<file path="config.mk">
export PLATFORM = sky130hd
export DESIGN_NAME = pong_game_ctrl
export DESIGN_NICKNAME = d
export VERILOG_FILES = /design/src/rtl/pong_game_ctrl.sv
export SDC_FILE = /design/constraint.sdc
export NUM_CORES = 1
export LEC_CHECK = 0
export CORE_AREA = 2 2 68 70
export DETAILED_ROUTE_END_ITERATION = 6
export DIE_AREA = 0 0 70 72
export DONT_BUFFER_PORTS = 1
export GPL_ROUTABILITY_DRIVEN = 0
export MAX_ROUTING_LAYER = met4
export PLACE_DENSITY_LB_ADDON = 0.08
export SYNTH_ARGS = -nofsm -noshare
export SYNTH_HDL_FRONTEND = slang
export SYNTH_SLANG_ARGS = --single-unit
</file>
<file path="constraint.sdc">
create_clock -name clk -period 2 [get_ports clk]
set_input_delay 0.6 -clock clk [delete_from_list [all_inputs] [get_ports clk]]
set_output_delay 0.6 -clock clk [all_outputs]
set_load 0.02 [all_outputs]
</file>
<file path="src/rtl/pong_game_ctrl.sv">
// ---------------------------------------------------------------------------------------------
// pong_game_ctrl
//   Game sequencer for the pong graphics datapath. Takes hit/miss events from the graph block and
//   the per-frame refresh tick, and drives the freeze/relaunch controls, ball-speed level, lives
//   and BCD score back to the graph and text overlays.
//
//   Optional feature: define PONG_CTRL_PAUSE_EN to add a PAUSE state. From PLAY, a both-button
//   press pauses the game. From PAUSE, releasing both buttons and then pressing both again
//   resumes play. Without the macro, PLAY ignores the buttons.
//
// Ports
//   clk          in   1  system clock
//   reset        in   1  asynchronous, active-high
//   refr_tick    in   1  1-cycle pulse per frame
//   btn_n        in   2  paddle buttons, active-low, already synchronised
//   hit          in   1  1-cycle pulse: paddle returned ball
//   miss         in   1  1-cycle pulse: ball passed right edge
//   gra_still    out  1  1 = freeze ball and paddle motion
//   ball_reload  out  1  1-cycle pulse: re-centre ball and reset its velocity
//   text_state   out  2  00 start, 01 playing, 10 ball lost, 11 game over
//   balls_left   out  2  remaining lives
//   score        out  8  two BCD digits {tens, ones}
//   speed_level  out  2  ball speed increment (0..SPEED_MAX)
// ---------------------------------------------------------------------------------------------
module pong_game_ctrl #(
    parameter int unsigned BALLS       = 3,
    parameter int unsigned TIMER_TICKS = 120,
    parameter int unsigned SPEED_STEP  = 4,
    parameter int unsigned SPEED_MAX   = 3
) (
    input  logic       clk,
    input  logic       reset,
    input  logic       refr_tick,
    input  logic [1:0] btn_n,
    input  logic       hit,
    input  logic       miss,
    output logic       gra_still,
    output logic       ball_reload,
    output logic [1:0] text_state,
    output logic [1:0] balls_left,
    output logic [7:0] score,
    output logic [1:0] speed_level
);

    localparam int unsigned TW = $clog2(TIMER_TICKS + 1);
    localparam int unsigned HW = $clog2(SPEED_STEP + 1);

    localparam logic [TW-1:0] TIMER_LOAD = TW'(TIMER_TICKS);
    localparam logic [HW-1:0] HIT_LAST   = HW'(SPEED_STEP - 1);
    localparam logic [1:0]    BALLS_INIT = 2'(BALLS);
    localparam logic [1:0]    SPEED_TOP  = 2'(SPEED_MAX);

    localparam logic [1:0] TXT_START = 2'b00;
    localparam logic [1:0] TXT_PLAY  = 2'b01;
    localparam logic [1:0] TXT_LOST  = 2'b10;
    localparam logic [1:0] TXT_OVER  = 2'b11;

    typedef enum logic [2:0] {
        StNewGame,
        StPlay,
        StNewBall,
        StOver
`ifdef PONG_CTRL_PAUSE_EN
        ,
        StPause
`endif
    } state_t;

    state_t        state;
    logic [TW-1:0] timer;
    logic [HW-1:0] hit_cnt;

    logic press;
    logic timer_done;

    assign press      = ~&btn_n;
    assign timer_done = (timer == '0);

`ifdef PONG_CTRL_PAUSE_EN
    // Set once both buttons have been seen released; a both-press only counts while armed.
    logic pause_arm;
    logic both_low;
    logic both_high;

    assign both_low  = (btn_n == 2'b00);
    assign both_high = (btn_n == 2'b11);
`endif

    // Two-digit BCD increment; 99 wraps to 00.
    function automatic logic [7:0] bcd_inc(input logic [7:0] v);
        logic [3:0] ones;
        logic [3:0] tens;
        ones = v[3:0];
        tens = v[7:4];
        if (ones == 4'd9) begin
            ones = 4'd0;
            tens = (tens == 4'd9) ? 4'd0 : tens + 4'd1;
        end else begin
            ones = ones + 4'd1;
        end
        return {tens, ones};
    endfunction

    always_ff @(posedge clk or posedge reset) begin
        if (reset) begin
            state       <= StNewGame;
            gra_still   <= 1'b1;
            ball_reload <= 1'b0;
            text_state  <= TXT_START;
            balls_left  <= BALLS_INIT;
            score       <= 8'h00;
            speed_level <= 2'd0;
            timer       <= '0;
            hit_cnt     <= '0;
`ifdef PONG_CTRL_PAUSE_EN
            pause_arm   <= 1'b0;
`endif
        end else begin
            ball_reload <= 1'b0;

            unique case (state)
                StNewGame: begin
                    if (press) begin
                        state       <= StPlay;
                        gra_still   <= 1'b0;
                        text_state  <= TXT_PLAY;
                        balls_left  <= BALLS_INIT;
                        score       <= 8'h00;
                        speed_level <= 2'd0;
                        hit_cnt     <= '0;
                        ball_reload <= 1'b1;
`ifdef PONG_CTRL_PAUSE_EN
                        pause_arm   <= 1'b0;
`endif
                    end
                end

                StPlay: begin
                    // Miss outranks a same-cycle hit; the hit is dropped.
                    if (miss) begin
                        balls_left  <= balls_left - 2'd1;
                        hit_cnt     <= '0;
                        speed_level <= 2'd0;
                        timer       <= TIMER_LOAD;
                        gra_still   <= 1'b1;
                        if (balls_left == 2'd1) begin
                            state      <= StOver;
                            text_state <= TXT_OVER;
                        end else begin
                            state      <= StNewBall;
                            text_state <= TXT_LOST;
                        end
                    end else begin
                        if (hit) begin
                            score <= bcd_inc(score);
                            if (hit_cnt == HIT_LAST) begin
                                hit_cnt <= '0;
                                if (speed_level != SPEED_TOP) begin
                                    speed_level <= speed_level + 2'd1;
                                end
                            end else begin
                                hit_cnt <= hit_cnt + 1'b1;
                            end
                        end
`ifdef PONG_CTRL_PAUSE_EN
                        if (both_high) begin
                            pause_arm <= 1'b1;
                        end else if (both_low && pause_arm) begin
                            pause_arm <= 1'b0;
                            state     <= StPause;
                            gra_still <= 1'b1;
                        end
`endif
                    end
                end

                StNewBall: begin
                    if (timer_done && press) begin
                        state       <= StPlay;
                        gra_still   <= 1'b0;
                        text_state  <= TXT_PLAY;
                        ball_reload <= 1'b1;
`ifdef PONG_CTRL_PAUSE_EN
                        pause_arm   <= 1'b0;
`endif
                    end else if (refr_tick && !timer_done) begin
                        timer <= timer - 1'b1;
                    end
                end

                StOver: begin
                    if (timer_done) begin
                        state      <= StNewGame;
                        gra_still  <= 1'b1;
                        text_state <= TXT_START;
                    end else if (refr_tick) begin
                        timer <= timer - 1'b1;
                    end
                end

`ifdef PONG_CTRL_PAUSE_EN
                // Timer, hit and miss are all frozen here; text stays at "playing".
                StPause: begin
                    if (both_high) begin
                        pause_arm <= 1'b1;
                    end else if (both_low && pause_arm) begin
                        pause_arm <= 1'b0;
                        state     <= StPlay;
                        gra_still <= 1'b0;
                    end
                end
`endif

                default: begin
                    state      <= StNewGame;
                    gra_still  <= 1'b1;
                    text_state <= TXT_START;
                end
            endcase
        end
    end

endmodule

</file>
* Word level (Yosys, flattened, before mapping)
Index checks and enable logic that the tools add are counted.
Storage, ports and cells: logic and storage cells 101, output and inout port bits 16, register bits after elaboration 29
Operators by class: reductions and logical operators 16, $add $sub $neg 6, eq/ne operators 22, muxes and demuxes 47
Operator list (number):
- 7-bit two-way mux | 5
- 3-bit two-way mux | 8
- 8-bit two-way mux | 3
- 2-bit != test (second input constant) | 12
- 2-bit two-way mux | 11
- 7-bit one-hot mux with 3 select lines | 1
- 8-bit one-hot mux with 2 select lines | 1
- 4-bit two-way mux | 3
- 3-bit one-hot mux with 4 select lines | 1
- 5-bit AND reduction | 2
- 3-bit by 2-bit == test with 1-bit output (second input constant) | 3
- 3-bit != test (second input constant) | 3
- 4-bit by 1-bit adder with 4-bit output (second input constant) | 2
- 4-bit == test (second input constant) | 2
- 1-bit two-way mux | 8
- 2-bit one-hot mux with 2 select lines | 2
- 2-bit one-hot mux with 4 select lines | 1
- 4-bit AND reduction | 2
- 7-bit zero test | 1
- 7-bit by 1-bit subtractor with 7-bit output (second input constant) | 1
- 3-bit one-hot mux with 2 select lines | 1
- 3-bit AND reduction | 2
- 6-bit AND reduction | 1
- 1-bit one-hot mux with 4 select lines | 1
- other kinds (12) | 14

* Depth between registers and ports, before layout
depth after elaboration 6, gate-level depth with buffers 7, mapped depth without buffers 6

* Least setup slack after synthesis
OpenSTA, ideal clock, no wires.
kind reg2reg, start reg timer[0], end reg state[0], stages on the path, launching flop included 8, data arrival time 1.705 ns, setup time 0.094 ns, setup slack 0.201 ns, period minus slack after synthesis 1.799 ns, cells stage by stage dfrtp_1 > inv_1 > ha_1 > or4b_1 > or2_1 > buf_6 > xor2_1 > a221oi_2
On the way: longest elaborated chain between the ends 4, elaborated cells on any way between the ends 5, those cells by class eq/ne: 2; reduce/logical: 3
RTL lines:
- start: declaration | RTL line 70 | logic [TW-1:0] timer;
- start signal: assignment | RTL line 187 | timer <= timer - 1'b1;
- start signal: assignment | RTL line 197 | timer <= timer - 1'b1;
- 7-bit zero test (*) | RTL line 77 | assign timer_done = (timer == '0);
- 1-bit logical AND | RTL line 178 | if (timer_done && press) begin
- 2-bit != test (no line)
- 4-bit AND reduction (no line) (*)
- end signal: assignment | RTL line 106 | state <= StNewGame;
- end signal: assignment | RTL line 179 | state <= StPlay;
- end signal: assignment | RTL line 193 | state <= StNewGame;
- end: declaration | RTL line 69 | state_t state;
Every way passes the cells marked *; elsewhere a longest branch is shown, timed or not. A chain may end at the register's enable or synchronous reset.

* Worst setup path in the final report
Ends and elaborated chain as after synthesis.

==> results.json <==
{
  "status": "completed",
  "path_max_fanout": 5,
  "grt-ovfl-total": 0,
  "rsz0062_at_grt": "false",
  "diodes": 0,
  "min_period_ns": 1.89,
  "ys_seq_elements": 26,
  "fin_skew_ns": 0.00606,
  "initial_utilization_pct": 34.7,
  "io_buffers": 0,
  "leakage_nw": 0.735,
  "synth_ff_type": "dfrtp_1",
  "p_int_mw": 1.26,
  "via_count": 1167,
  "pwr-share-comb_pct": 37.8,
  "synth_area_per_cell_sq_um": 9.47,
  "grt_pass1_wl_mm": 5.36,
  "required_ns": 2.19,
  "final_area_sq_um": 1660,
  "area_growth_syn_to_layout_pct": 12.3,
  "grt_pass1_vias": 1163,
  "cp-start-kind": "register",
  "yosysWarnings": 0,
  "synth_top_area_share_pct": 39.0,
  "drt-initial-drc-count": 62,
  "fin_util_pct": 38.9,
  "wl_per_cell_um": 14.3,
  "cts_tree": "done",
  "synth_common_cells": "23 x dfrtp_1, 21 x o21ai_0, 13 x nand2_1, 9 x ha_1, 9 x nand3_1",
  "die-area_sq_um": 5040,
  "syn-num-nets": 172,
  "h-tree-depth": 1,
  "nFillCells": 446,
  "pre_cts_ws_ns": 0.135,
  "yosys.area.top_type": "dfrtp_1",
  "antenna_found_initial": 0,
  "clkSinkCount": 26,
  "syn_inst": 156,
  "avgViaCountPerCell": 5.35,
  "ys_seq_area_share_pct": 44.3,
  "drt-total-wl_mm": 3.12,
  "layout-drive-gt1-share_pct": 15.7,
  "postCtsSetupRepairBufs": 0,
  "p_clk_share_pct": 16.7,
  "coreArea_sq_um": 4260,
  "slew_viol_final": 0,
  "cts_root_buf": "clkbuf_8",
  "synth_area_leaders": "dfrtp_1 39%, ha_1 7.6%, o21ai_0 7.1%, dfstp_2 5.3%, nand2_1 3.3%",
  "end_kind": "register",
  "cts_resized": 0,
  "yosysMostFrequentCell": "dfrtp_1",
  "fp-row-count": 24,
  "holdBufCountCts": 0,
  "die_w_um": 70,
  "hold_class": "in -> async",
  "clk_pin_slew_worst_paths_ns": 0.10,
  "tns_ns": 0,
  "fin_nets": 183,
  "finalSetupViolCount": 0,
  "grt_usage_pct": 13.6,
  "grt_start_max_net_pins": 27,
  "max-vdd-ir-drop_uv": 447,
  "drtPass1Iterations": 4,
  "clock_latency_ns": 0.27,
  "power_density_nw_per_um2": 1280,
  "sequentialPowerShare_pct": 45.5,
  "p_switching_uw": 859,
  "worstPathArrival_ns": 2.08,
  "cap_violations": 0,
  "die_h_um": 72,
  "crit_type": "reg -> reg",
  "placedInstanceArea_sq_um": 1600,
  "final.setup.worst_slack_ns": 0.115,
  "netSwitchingFraction_pct": 40.6,
  "syn_area_sq_um": 1480,
  "async_reset_ff_share_pct": 100,
  "drtAntennaViolNets": 0,
  "drc": 0,
  "slew_headroom_pct": 71.8,
  "hold_viol_final": 0,
  "hpwlAfterDp_mm": 2.33,
  "ys_types": 41,
  "cts_buffers": 3,
  "tightestPinTransition_ns": 0.422,
  "synth_edf_count": 0,
  "io_pins": 23,
  "finalCritPeriodShare_pct": 94.3,
  "clock_path_buffers": 2,
  "max_freq_ghz": 0.530
}
==> cell usage in the layout, fill, tap and decap left out, types with 4 or more instances in the layout <==
master | netlist | routed
buf_4 | 0 | 13
clkbuf_8 | 0 | 4
dfrtp_1 | 23 | 23
ha_1 | 9 | 9
inv_1 | 8 | 8
nand2_1 | 13 | 13
nand2b_1 | 5 | 5
nand3_1 | 9 | 9
nor2_1 | 8 | 8
nor3_1 | 4 | 4
o21ai_0 | 21 | 21
or3_1 | 4 | 4
==> critical path: stages, from the launching register on <==
cell      delay (ns)
dfrtp_1         0.42
inv_1           0.09
ha_1            0.13
or4b_1          0.46
or2_1           0.31
xor2_1          0.18
a221oi_2        0.21
==> cell families (layout without fill, tap and decap cells) <==
family / count (synthesis) / in the layout / share of synthesized area [%]
flip-flops: 26 / 26 / 44.3
multiplexers: 2 / 2 / 1.35
adder cells (fa/ha/maj): 9 / 9 / 7.62
buffers and inverters: 15 / 25 / 4.49
XOR/XNOR: 2 / 2 / 1.19
AND/OR/NAND/NOR: 60 / 60 / 22.2
AO/OA/AOI/OAI: 42 / 42 / 18.9
==> cell type report <==
class                           instances  area [sq um]  area share (%)
Sequential cell                        26           654            39.4
Tap cell                               52          65.1            3.92
Clock buffer                            4          55.1            3.32
Timing Repair Buffer                   13          97.6            5.88
Multi-Input combinational cell        115           757            45.6
Inverter                                8          30.0            1.81
==> state kept, by name, indices dropped and copies added, names as in the netlist <==
signal,flops
timer,7
gra_still,1
score,8
hit_cnt,3
balls_left,2
state,2
ball_reload,1
speed_level,2
==> power groups by stage <==
| stage | registers (mW) | clock network (mW) | logic [mW] |
|---|---|---|---|
| global route | 0.997 | 0.387 | 0.919 |
| floorplan | 1.00 | 0 | 0.518 |
| CTS | 0.965 | 0.369 | 0.813 |
| detailed placement | 0.975 | 0 | 0.809 |
| finish | 0.962 | 0.354 | 0.801 |
| global placement | 0.966 | 0 | 0.802 |
==> metrics by stage <==
step / hold slack [ns] / std cells / power [mW]
2_1_floorplan: 0.447 / 156 / 1.52
3_3_place_gp: 0.463 / 214 / 1.77
3_5_place_dp: 0.474 / 214 / 1.78
4_1_cts: 0.271 / 218 / 2.15
5_1_grt: 0.316 / 218 / 2.30
6_report: 0.267 / 218 / 2.12
==> path summary, 6_finish.rpt <==
| check | depth (start not counted) | to | slack [ns] | start |
|---|---|---|---|---|
| min reg2reg | 1 | hit_cnt[0] | 0.51 | hit_cnt[0] |
| max | 6 | state[0] | 0.11 | timer[0] |
| min in group clk | 1 | hit_cnt[1] | 0.42 | miss |
| max reg2reg | 6 | state[0] | 0.11 | timer[0] |
| min | 2 | timer[1] | 0.27 | reset |
| max in group asynchronous | 2 | balls_left[0] | 1.43 | reset |
==> metal layers <==
| metal | track usage [%] | part of all wire (%) | wire (um) |
|---|---|---|---|
| met3 | 3.47 | 4.3 | 133 |
| met1 | 15.2 | 45 | 1400 |
| met5 | - | 0 | 0 |
| met2 | 23.4 | 50 | 1560 |
| met4 | 5.13 | 0.71 | 22 |
No activity file was read; power rests on OpenSTA's default activity.
